`config.mk`:
```
export PLATFORM = sky130hd
export DESIGN_NAME = wb_stage
export DESIGN_NICKNAME = d
export VERILOG_FILES = /design/src/rtl/wb_pkg.sv /design/src/rtl/wb_stage_load_align.sv /design/src/rtl/wb_stage.sv
export SDC_FILE = /design/constraint.sdc
export NUM_CORES = 1
export LEC_CHECK = 0
export ABC_AREA = 1
export BUFFER_PORTS_ARGS = -buffer_cell sky130_fd_sc_hd__buf_4
export CORE_MARGIN = 1
export CORE_UTILIZATION = 30
export CTS_CLUSTER_SIZE = 16
export DETAILED_ROUTE_END_ITERATION = 8
export HOLD_SLACK_MARGIN = 0.1
export PLACE_DENSITY_LB_ADDON = 0.08
export SLEW_MARGIN = 30
export SYNTH_ARGS = -nofsm -noshare
export SYNTH_HDL_FRONTEND = slang
export SYNTH_HIERARCHICAL = 1
export SYNTH_SLANG_ARGS = --single-unit
```
`constraint.sdc`:
```
create_clock -name clk -period 3.3 [get_ports clk]
set_input_delay 0 -clock clk [delete_from_list [all_inputs] [get_ports clk]]
set_output_delay 0 -clock clk [all_outputs]
set_load 0.01 [all_outputs]
```
`src/rtl/wb_pkg.sv`:
```
// Shared constants and types for the writeback stage.
package wb_pkg;

    // Load type encodings carried in funct3
    localparam logic [2:0] F3_LB  = 3'b000;
    localparam logic [2:0] F3_LH  = 3'b001;
    localparam logic [2:0] F3_LW  = 3'b010;
    localparam logic [2:0] F3_LBU = 3'b100;
    localparam logic [2:0] F3_LHU = 3'b101;

    // Result source indices on the packed source bus
    localparam int SRC_ALU  = 0;
    localparam int SRC_LOAD = 1;
    localparam int SRC_PC4  = 2;
    localparam int SRC_CSR  = 3;

    // The source slot that is replaced by aligned load data
    localparam int DEFAULT_LOAD_SLOT = SRC_LOAD;

    // Writeback slot occupancy
    typedef enum logic [1:0] {
        EMPTY = 2'b00,
        WAIT  = 2'b01,
        HOLD  = 2'b10
    } wb_state_e;

endpackage

```
`src/rtl/wb_stage_load_align.sv`:
```
// Aligns a raw data-memory word to the addressed byte/half/word and extends it.
module load_align
    import wb_pkg::*;
#(
    parameter int XLEN = 32
) (
    input  logic [XLEN-1:0] rdata,
    input  logic [2:0]      funct3,
    input  logic [1:0]      addr_lo,
    output logic [XLEN-1:0] result
);

    logic [XLEN-1:0] shifted;

    // Shift the addressed bytes down to bit 0, then extend by load type
    always_comb begin
        shifted = rdata >> {addr_lo, 3'b000};
        result  = '0;
        case (funct3)
            F3_LB:   result = XLEN'($signed(shifted[7:0]));
            F3_LH:   result = XLEN'($signed(shifted[15:0]));
            F3_LW:   result = XLEN'($signed(shifted[31:0]));
            F3_LBU:  result = XLEN'(shifted[7:0]);
            F3_LHU:  result = XLEN'(shifted[15:0]);
            default: result = '0;
        endcase
    end

endmodule

```
`src/rtl/wb_stage.sv`:
```
// One-entry handshaked writeback slot: selects the result, waits for load
// data, drives the register-file write port and counts retirements.
module wb_stage
    import wb_pkg::*;
#(
    parameter int XLEN      = 32,
    parameter int NSRC      = 4,
    parameter int LOAD_SLOT = DEFAULT_LOAD_SLOT,
    parameter int SELW      = $clog2(NSRC)
) (
    input  logic                 clk,
    input  logic                 rst,
    input  logic                 m_valid,
    output logic                 m_ready,
    input  logic [SELW-1:0]      m_sel,
    input  logic [NSRC*XLEN-1:0] m_srcs,
    input  logic [4:0]           m_rd,
    input  logic                 m_reg_write,
    input  logic                 m_is_load,
    input  logic [2:0]           m_funct3,
    input  logic [1:0]           m_addr_lo,
    input  logic                 dmem_rvalid,
    input  logic [XLEN-1:0]      dmem_rdata,
    output logic                 rf_we,
    output logic [4:0]           rf_waddr,
    output logic [XLEN-1:0]      rf_wdata,
    output logic                 wb_busy,
    output logic                 retire,
    output logic [63:0]          instret
);

    wb_state_e       state_q, state_d;
    logic [4:0]      rd_q, rd_d;
    logic            reg_write_q, reg_write_d;
    logic [2:0]      funct3_q, funct3_d;
    logic [1:0]      addr_lo_q, addr_lo_d;
    logic [XLEN-1:0] result_q, result_d;
    logic            rf_we_q, rf_we_d;
    logic            retire_q, retire_d;
    logic            busy_q, busy_d;
    logic [63:0]     instret_q, instret_d;

    logic [XLEN-1:0] sel_result;
    logic [XLEN-1:0] load_result;
    logic            accept;

    // Load data is aligned with the funct3/offset captured at acceptance
    load_align #(.XLEN(XLEN)) u_align (
        .rdata   (dmem_rdata),
        .funct3  (funct3_q),
        .addr_lo (addr_lo_q),
        .result  (load_result)
    );

    assign m_ready = (state_q != WAIT);
    assign accept  = m_valid && m_ready;

    // Source mux: out-of-range indices and the load slot yield zero for non-loads
    always_comb begin
        sel_result = '0;
        for (int i = 0; i < NSRC; i++) begin
            if (m_sel == SELW'(i) && i != LOAD_SLOT) begin
                sel_result = m_srcs[i*XLEN +: XLEN];
            end
        end
    end

    // Next-state and next-output logic; all outputs but m_ready come from flops
    always_comb begin
        state_d     = state_q;
        rd_d        = rd_q;
        reg_write_d = reg_write_q;
        funct3_d    = funct3_q;
        addr_lo_d   = addr_lo_q;
        result_d    = result_q;
        case (state_q)
            EMPTY, HOLD: begin
                if (accept) begin
                    rd_d        = m_rd;
                    reg_write_d = m_reg_write;
                    funct3_d    = m_funct3;
                    addr_lo_d   = m_addr_lo;
                    if (m_is_load) begin
                        state_d = WAIT;
                    end else begin
                        result_d = sel_result;
                        state_d  = HOLD;
                    end
                end else begin
                    state_d = EMPTY;
                end
            end
            WAIT: begin
                if (dmem_rvalid) begin
                    result_d = load_result;
                    state_d  = HOLD;
                end
            end
            default: state_d = EMPTY;
        endcase
        retire_d  = (state_d == HOLD);
        busy_d    = (state_d == WAIT);
        rf_we_d   = retire_d && reg_write_d && (rd_d != 5'd0);
        instret_d = instret_q + 64'(retire_d);
    end

    // State and output registers, cleared immediately by reset
    always_ff @(posedge clk or posedge rst) begin
        if (rst) begin
            state_q     <= EMPTY;
            rd_q        <= '0;
            reg_write_q <= 1'b0;
            funct3_q    <= '0;
            addr_lo_q   <= '0;
            result_q    <= '0;
            rf_we_q     <= 1'b0;
            retire_q    <= 1'b0;
            busy_q      <= 1'b0;
            instret_q   <= '0;
        end else begin
            state_q     <= state_d;
            rd_q        <= rd_d;
            reg_write_q <= reg_write_d;
            funct3_q    <= funct3_d;
            addr_lo_q   <= addr_lo_d;
            result_q    <= result_d;
            rf_we_q     <= rf_we_d;
            retire_q    <= retire_d;
            busy_q      <= busy_d;
            instret_q   <= instret_d;
        end
    end

    assign rf_we    = rf_we_q;
    assign rf_waddr = rd_q;
    assign rf_wdata = result_q;
    assign retire   = retire_q;
    assign wb_busy  = busy_q;
    assign instret  = instret_q;

endmodule

```
==> results.sh, run 1 <==
export IMPL_numCtsBuffers=9
export IMPL_vias=8181
export IMPL_holdWs_ns=0.118
export IMPL_crit_fanout=8
export IMPL_rsz0062_at_grt="false"
export IMPL_wl_mm=27.7
export IMPL_cts_sinks=112
export IMPL_port_buffers=250
export IMPL_drv_cap=0
export IMPL_ant_nets=0
export IMPL_ios=283
export IMPL_period_share_pct=78.8
export IMPL_final_cell_area_sq_um=10700
export IMPL_vdd_drop_max_v=0.000228
export IMPL_synth_top_area_share_pct=38.1
export IMPL_std_cell_rows=56
export IMPL_synthCells=1096
export IMPL_die_w_microns=158
export IMPL_final_max_slew_viol_count=0
export IMPL_placed_cell_area_sq_um=9490
export IMPL_drt_pass1_iter_count=7
export IMPL_areaGrowthSynthToFinish_pct=45.5
export IMPL_finalNetCount=1599
export IMPL_synthTopCellsByCount="nand2_1 (463), nor2_1 (169), dfrtp_1 (112), nand3_1 (83), inv_1 (44)"
export IMPL_path_clk_slew_ns=0.08
export IMPL_netlist_area_sq_um=7350
export IMPL_die_h_microns=158
export IMPL_outcome="completed"
export IMPL_slew_headroom_pct=50.9
export IMPL_ys_seq_elements=112
export IMPL_async_flop_share_pct=100
export IMPL_syn_area_per_cell_sq_um=6.70
export IMPL_synthMostInstantiatedCell="nand2_1"
export IMPL_globalRouteOverflowTotal=0
export IMPL_synth_edf_count=0
export IMPL_dp_cells=1639
export IMPL_synth_fp_nets=1276
export IMPL_cp_data_arrival_time_ns=2.86
export IMPL_critPathSlowestCell="dfrtp_1"
export IMPL_cts_path_max_buffers=2
export IMPL_gp_congestion=0.901
export IMPL_p_per_area_nw_per_um2=408
export IMPL_period_needed_ns=2.60
export IMPL_grt_pass1_wl_mm=42.9
export IMPL_initial_core_util_pct=30.9
export IMPL_tightest_slew_ns=0.735
export IMPL_cts_setup_buffers=0
export IMPL_hpwl_mm=21.7
export IMPL_drc_errors=0
export IMPL_drt_iter0_drc=440
export IMPL_setup_viol=0
export IMPL_crit_top_cell="nand2_1"
export IMPL_synth_ff_type="dfrtp_1"
export IMPL_cts_hold_buf=88
export IMPL_synth_seq_area_share_pct=38.1
export IMPL_drive_gt1_share_pct=24.4
export IMPL_dieArea_sq_um=25100
export IMPL_ys_types=34
export IMPL_track_usage_pct=22.6
export IMPL_fmax_ghz=0.384
export IMPL_drt_vias_per_instance=4.70
export IMPL_synth_area_leaders="dfrtp_1 (38%), nand2_1 (24%), nor2_1 (8.6%)"
export IMPL_cp_end_kind="register"
export IMPL_cts_resized=0
export IMPL_finalHoldViolations=0
export IMPL_grt_max_degree=67
export IMPL_cts_tree="yes"
export IMPL_required_ns=3.56
export IMPL_crit_chain="inv_2 > nand2_2 > o21ai_0 > ha_1 > ha_1 > inv_2 > nor2_2 > nand2_2 > nor2_2 > nand2_1 > inv_1 > nand2_1 > nand2_1 > nand2_1"
export IMPL_nFillCells=2514
export IMPL_p_leak_nw=4.99
export IMPL_critPathKind="register to register"
export IMPL_min_path_type="primary input to register"
export IMPL_fin_tns_setup_ns=0
export IMPL_core_region_area_sq_um=23800
export IMPL_htreeDepth=3
export IMPL_antenna_found_initial=0
export IMPL_fin_cells=1742
export IMPL_first_global_vias=7997
export IMPL_yosysWarnings=6
export IMPL_clock_root_buffer="clkbuf_16"
export IMPL_wl_per_cell_microns=15.9
export IMPL_slowest_delay_ns=0.37
export IMPL_worstSetupStartpointType="register"
export IMPL_skew_ns=0.0170
export IMPL_clock_latency_ns=0.36
export IMPL_synth_top_cell_by_area="dfrtp_1"
export IMPL_diodes=0
## critical path, delay by kind of cell, from the launching register on
kind            cells  cell delay (ns)
compound gates      1             0.28
fa+ha+maj           2             0.73
buf+inv             3             0.32
flops               1             0.37
simple gates        8             0.81
## sequential cells by signal (all words and copies together) (netlist names), 2 cells and up
name / cells
instret: 64
rf_wdata: 32
rf_waddr: 5
funct3_q: 3
addr_lo_q: 2
state_q: 2
## power by group
part           total, mW  leakage, nW  internal (mW)  switching [mW]
logic               1.42         3.38          0.682           0.740
registers           1.71         1.45           1.55           0.155
clock network       1.23        0.155          0.673           0.556
## worst paths after layout
check,from,endpoint,slack [ns],depth (start not counted)
setup / recovery,state_q[0],instret[42],0.70,14
hold / removal,m_srcs[23],rf_wdata[23],0.12,5
setup reg to reg,state_q[0],instret[42],0.70,14
hold reg to reg,reg_write_q,reg_write_q,0.48,2
max in group asynchronous,rst,rf_wdata[9],2.17,4
min in group asynchronous,rst,instret[11],0.31,3
## final cells by class
type | count | area, sq um | area share (%)
timing repair buffer | 350 | 2860 | 26.8
inverter | 51 | 199 | 1.86
sequential | 112 | 2800 | 26.2
tap | 319 | 399 | 3.73
multi-input combinational | 895 | 4110 | 38.4
clock inverter | 5 | 88.8 | 0.831
clock buffer | 10 | 229 | 2.14
## through the flow
| step | utilization [%] | power (mW) | setup slack, ns |
|---|---|---|---|
| 4_1_cts | 45.0 | 4.41 | 0.646 |
| 2_1_floorplan | - | 2.43 | 0.341 |
| 6_report | 45.0 | 4.36 | 0.699 |
| 3_3_place_gp | 39.9 | 3.03 | 0.729 |
| 3_5_place_dp | 39.9 | 3.04 | 0.643 |
| 5_1_grt | 45.0 | 4.60 | 0.413 |
## cell usage in the layout, fill, tap and decap left out, types with 3 or more instances in the layout
cell type and n:
nand2_1 463, buf_4 261, nor2_1 167, dfrtp_1 112, dlygate4sd3_1 88, nand3_1 83, inv_1 42, a31oi_1 32
xnor2_1 20, nor2_2 18, o21ai_1 17, nand2_2 14, nand4_1 13, xor2_1 11, nand3_2 11, o21ai_0 9
clkbuf_16 9, nor2_4 7, nor3_1 6, inv_2 5, mux2_2 5, a21oi_1 5, nand3b_1 3, inv_4 3
a21oi_2 3
## logic make-up after synthesis
kind of cell,Yosys count,share of synthesized area [%]
AO/OA/AOI/OAI,67,5.31
flip-flops,112,38.1
AND/OR/NAND/NOR,790,45.6
buffers and inverters,89,6.10
adder cells (fa/ha/maj),2,0.341
multiplexers,5,0.766
XOR/XNOR,31,3.70
## routing by layer
layer	up-vias	GRT usage, %	wire, microns
li1	4138	-	-
met2	217	40.9	14200
met1	3791	26.4	11200
met4	0	7.88	809
met5	-	0	0
met3	35	4.46	1510
(Power assumes the default switching activity.)
==> inputs of run 2 (changes only) <==
==> constraint.sdc (replaced) <==
create_clock -name clk -period 2.7 [get_ports clk]
set_input_delay 0 -clock clk [delete_from_list [all_inputs] [get_ports clk]]
set_output_delay 0 -clock clk [all_outputs]
set_load 0.01 [all_outputs]
==> run 2 against run 1 <==
Against the previous run:
- clock skew increased by 0.0026 ns
- total power grew 18%
- first-iteration DRC count shrank 20%
- fmax increased by 10%
- critical path depth shrank 5
- global-route usage is 0.47 points lower
- sequential cell count did not move
- via count decreased by 1.2%
- clock power increased by 11%
- sequential power up 22%
- largest power group unchanged
- highest routed layer unchanged
==> results.sh, run 2 (same netlist as run 1, synthesis figures left out) <==
export IMPL_outcome="completed"
export IMPL_fin_tns_setup_ns=0
export IMPL_areaGrowthSynthToFinish_pct=44.9
export IMPL_port_buffers=250
export IMPL_globalRouteOverflowTotal=0
export IMPL_clock_latency_ns=0.37
export IMPL_timing_final_ws_setup_ns=0.341
export IMPL_drt_pass1_iter_count=5
export IMPL_grt_max_degree=67
export IMPL_std_cell_rows=56
export IMPL_crit_fanout=37
export IMPL_p_per_area_nw_per_um2=484
export IMPL_hpwl_mm=21.3
export IMPL_cp_data_arrival_time_ns=2.65
export IMPL_multiInputGateArea_sq_um=4110
export IMPL_rsz0062_at_grt="false"
export IMPL_dieArea_sq_um=25100
export IMPL_critPathKind="register to register"
export IMPL_drt_vias_per_instance=4.64
export IMPL_final_max_slew_viol_count=0
export IMPL_vias=8079
export IMPL_wl_per_cell_microns=15.6
export IMPL_wl_mm=27.2
export IMPL_numCtsBuffers=9
export IMPL_worstSetupStartpointType="register"
export IMPL_finalHoldViolations=0
export IMPL_slew_headroom_pct=48.2
export IMPL_cts_setup_buffers=0
export IMPL_required_ns=2.99
export IMPL_htreeDepth=3
export IMPL_skew_ns=0.0196
export IMPL_drc_errors=0
export IMPL_slowest_delay_ns=0.56
export IMPL_post_place_ws_ns=0.322
export IMPL_cts_path_max_buffers=2
export IMPL_final_cell_area_sq_um=10600
export IMPL_placed_cell_area_sq_um=9510
export IMPL_clock_root_buffer="clkbuf_16"
export IMPL_cts_tree="yes"
export IMPL_largest_register_ffs=64
export IMPL_finalNetCount=1598
export IMPL_p_leak_nw=4.97
export IMPL_drv_cap=0
export IMPL_critical_path_top_delay_family="buffers and inverters"
export IMPL_die_w_microns=158
export IMPL_met3_usage_pct=3.97
export IMPL_ff_latch_area_sq_um=2800
export IMPL_die_h_microns=158
export IMPL_grt_pass1_wl_mm=42.3
export IMPL_cts_sinks=112
export IMPL_path_clk_slew_ns=0.07
export IMPL_critPathSlowestCell="dlygate4sd3_1"
export IMPL_diodes=0
export IMPL_drt_iter0_drc=354
export IMPL_gp_congestion=0.895
export IMPL_mostFrequentLayoutCells="nand2_1 (463), buf_4 (264), nor2_1 (167)"
export IMPL_setup_viol=0
export IMPL_fmax_ghz=0.424
export IMPL_cp_num_buf_inv=3
export IMPL_cts_resized=0
export IMPL_ios=283
export IMPL_period_share_pct=87.4
export IMPL_drive_gt1_share_pct=24.6
export IMPL_core_region_area_sq_um=23800
export IMPL_min_path_type="primary input to register"
export IMPL_gr_usage_met2_pct=41.1
export IMPL_nFillCells=2515
export IMPL_cts_hold_buf=84
export IMPL_ant_nets=0
export IMPL_track_usage_pct=22.1
export IMPL_layout_commonest_cell="nand2_1"
export IMPL_antenna_found_initial=0
export IMPL_cp_end_kind="register"
export IMPL_first_global_vias=7962
export IMPL_initial_core_util_pct=30.9
export IMPL_fin_total_pwr_mw=5.15
export IMPL_tightest_slew_ns=0.776
export IMPL_grt_busiest_layer="met2"
export IMPL_grt_util_met1_pct=25.9
export IMPL_period_needed_ns=2.36
export IMPL_vdd_drop_max_v=0.000278
export IMPL_crit_chain="inv_4 > buf_4 > nand3_2 > nand2_2 > nand2_4 > nand3_1 > nand2_1 > a31oi_1 > dlygate4sd3_1"
[run 2: cell types whose count changed in the layout (fill, tap and decap cells not counted), sizes merged]
| cell | before | now |
|---|---|---|
| dlygate4sd3 | 88 | 84 |
| buf | 262 | 265 |
| bufinv | 2 | 0 |
| clkbuf | 10 | 11 |
| clkinvlp | 0 | 1 |
| inv | 52 | 53 |
[run 2: worst min-delay path, delay by kind of cell]
family / cells / cell delay [ns]
AO/OA/AOI/OAI: 1 / 0.07
buffers and inverters: 1 / 0.11
AND/OR/NAND/NOR: 3 / 0.23
[run 2: where the power goes]
group,total [mW],leakage (nW),switching (mW),internal (mW)
combinational,1.72,3.38,0.897,0.819
clock,1.36,0.143,0.686,0.673
sequential,2.08,1.45,0.181,1.90
total,5.15,4.97,1.76,3.39
[run 2: layer usage]
| layer | up-vias | routed length, microns |
|---|---|---|
| li1 | 4134 | - |
| met1 | 3712 | 11000 |
| met2 | 203 | 14400 |
| met3 | 30 | 1350 |
| met4 | 0 | 522 |
| met5 | - | 0 |
[run 2: cell type report]
class | count | share of cell area, %
sequential | 112 | 26.3
clock inverter | 5 | 0.435
multi-input combinational | 895 | 38.6
timing repair buffer | 349 | 26.7
inverter | 51 | 1.88
clock buffer | 11 | 2.28
tap | 319 | 3.75
[run 2: per-stage QoR]
step | hold slack (ns) | util, % | instances
floorplan | 0.112 | - | 1096
global placement | 0.120 | 40.0 | 1642
detailed placement | 0.120 | 40.0 | 1642
CTS | 0.102 | 44.8 | 1742
global route | 0.112 | 44.8 | 1742
finish | 0.0930 | 44.8 | 1742
[run 2: path summary, 6_finish.rpt]
path | startpoint | slack, ns | depth (start not counted) | end
worst max-delay path | addr_lo_q[0] | 0.34 | 9 | rf_wdata[31]
worst min-delay path | m_srcs[75] | 0.09 | 5 | rf_wdata[11]
worst max register to register | addr_lo_q[0] | 0.34 | 9 | rf_wdata[31]
worst min register to register | reg_write_q | 0.48 | 2 | reg_write_q
max in group asynchronous | rst | 1.67 | 4 | rf_wdata[1]
min in group asynchronous | rst | 0.28 | 3 | instret[11]
==> inputs of run 3 (changes only) <==
--- a/config.mk
+++ b/config.mk
@@ -13,6 +13,7 @@
 export DETAILED_ROUTE_END_ITERATION = 8
 export HOLD_SLACK_MARGIN = 0.1
 export PLACE_DENSITY_LB_ADDON = 0.08
+export REMOVE_ABC_BUFFERS = 1
 export SLEW_MARGIN = 30
 export SYNTH_ARGS = -nofsm -noshare
 export SYNTH_HDL_FRONTEND = slang
==> run 3 against run 2 <==
Against the previous run:
- cell area increased by 0.78%
- setup slack got worse by 0.13 ns
- via count increased by 1.7%
- hold slack improved by 0.049 ns
- total power up 2.4%
- clock skew shrank 0.0087 ns
- sequential cell count is the same
- non-clock buffer count is 5 higher
- routed wire length is 1.9% lower
==> results.sh, run 3 (same netlist as run 1, synthesis figures left out) <==
export IMPL_wl_per_cell_microns=15.3
export IMPL_std_cell_rows=56
export IMPL_die_h_microns=158
export IMPL_first_global_vias=8273
export IMPL_p_per_area_nw_per_um2=492
export IMPL_outcome="completed"
export IMPL_holdWs_ns=0.142
export IMPL_fmax_ghz=0.401
export IMPL_mostFrequentLayoutCells="nand2_1 (463), buf_4 (264), nor2_1 (167)"
export IMPL_diodes=0
export IMPL_ant_nets=0
export IMPL_vdd_drop_max_v=0.000279
export IMPL_cts_resized=0
export IMPL_cp_data_arrival_time_ns=2.79
export IMPL_finalNetCount=1604
export IMPL_drive_gt1_share_pct=24.7
export IMPL_cts_tree="yes"
export IMPL_ff2ff_path_depth=8
export IMPL_port_buffers=250
export IMPL_drc_errors=0
export IMPL_min_path_type="primary input to register"
export IMPL_globalRouteOverflowTotal=0
export IMPL_rr_startpoint="addr_lo_q[0]"
export IMPL_path_clk_slew_ns=0.08
export IMPL_drt_vias_per_instance=4.70
export IMPL_period_needed_ns=2.49
export IMPL_drv_cap=0
export IMPL_finalHoldViolations=0
export IMPL_cts_path_max_buffers=2
export IMPL_gp_congestion=0.897
export IMPL_crit_fanout=23
export IMPL_dieArea_sq_um=25100
export IMPL_rsz0062_at_grt="false"
export IMPL_fin_total_pwr_mw=5.27
export IMPL_setup_viol=0
export IMPL_drt_pass1_iter_count=4
export IMPL_critPathKind="register to register"
export IMPL_final_max_slew_viol_count=0
export IMPL_startpoint="addr_lo_q[0]"
export IMPL_tightest_slew_ns=0.588
export IMPL_wl_mm=26.7
export IMPL_core_region_area_sq_um=23800
export IMPL_cp_end_kind="register"
export IMPL_ios=283
export IMPL_largest_register_ffs=64
export IMPL_p_leak_nw=5.01
export IMPL_grt_pass1_wl_mm=42.5
export IMPL_nFillCells=2491
export IMPL_die_w_microns=158
export IMPL_min_path_cells=5
export IMPL_slew_headroom_pct=60.8
export IMPL_skew_ns=0.0108
export IMPL_antenna_found_initial=0
export IMPL_required_ns=3.00
export IMPL_clock_latency_ns=0.36
export IMPL_areaGrowthSynthToFinish_pct=46.0
export IMPL_htreeDepth=3
export IMPL_initial_core_util_pct=30.9
export IMPL_track_usage_pct=22.0
export IMPL_numCtsBuffers=9
export IMPL_drt_iter0_drc=364
export IMPL_clock_root_buffer="clkbuf_16"
export IMPL_worstSetupStartpointType="register"
export IMPL_layout_commonest_cell="nand2_1"
export IMPL_cts_sinks=112
export IMPL_vias=8214
export IMPL_hpwl_mm=21.0
export IMPL_grt_max_degree=76
export IMPL_min_from="dmem_rdata[27]"
export IMPL_period_share_pct=92.3
[run 3: worst max-delay path, cell delays in order (launching register included)]
cell,delay (ns)
dfrtp_1,0.56
inv_4,0.28
nand2_1,0.11
nand3_1,0.22
nand3_4,0.26
nand3_1,0.16
nand2_1,0.06
a31oi_1,0.19
dlygate4sd3_1,0.57
[run 3: final timing paths]
check / endpoint / slack (ns)
max: rf_wdata[28] / 0.21
min: rf_wdata[27] / 0.14
max reg2reg: rf_wdata[28] / 0.21
min reg2reg: reg_write_q / 0.48
max in group asynchronous: instret[51] / 1.67
min in group asynchronous: rf_we / 0.23
[run 3: where the power goes]
| group | switching (mW) | internal [mW] |
|---|---|---|
| Sequential | 0.194 | 1.89 |
| Clock | 0.700 | 0.736 |
| Combinational | 0.900 | 0.848 |
[run 3: through the flow]
stage                     instance area (sq um)  util [%]  worst slack (ns)  TNS, ns  std cells
after floorplan                            7100         -            -0.259   -29.01       1058
after global placement                     9530      40.1             0.387        0       1643
after detailed placement                   9530      40.1             0.313        0       1643
after CTS                                 10700      45.1             0.156        0       1747
after global routing                      10700      45.2            0.0684        0       1748
final                                     10700      45.2             0.208        0       1748
[run 3: layout make-up]
cell class | instances | area, sq um | area share [%]
multi-input combinational | 896 | 4120 | 38.4
timing repair buffer | 354 | 2900 | 27.1
sequential | 112 | 2800 | 26.1
tap | 319 | 399 | 3.72
clock buffer | 10 | 229 | 2.13
inverter | 51 | 199 | 1.85
clock inverter | 6 | 73.8 | 0.688
[run 3: layer usage]
| layer | track usage (%) | part of all wire [%] | vias to the layer above | routed length [microns] |
|---|---|---|---|---|
| li1 | - | - | 4147 | - |
| met1 | 26.3 | 43 | 3808 | 11400 |
| met2 | 38.8 | 49 | 227 | 13100 |
| met3 | 4.71 | 5.6 | 32 | 1500 |
| met4 | 7.33 | 2.4 | 0 | 636 |
| met5 | 0 | 0 | - | 0 |
[run 3: timing repair]
action                                  CTS  global route
endpoints found under the setup margin    0             4
buffers inserted                          0             0
hold endpoints to repair                 85             0
hold buffers                             88             0
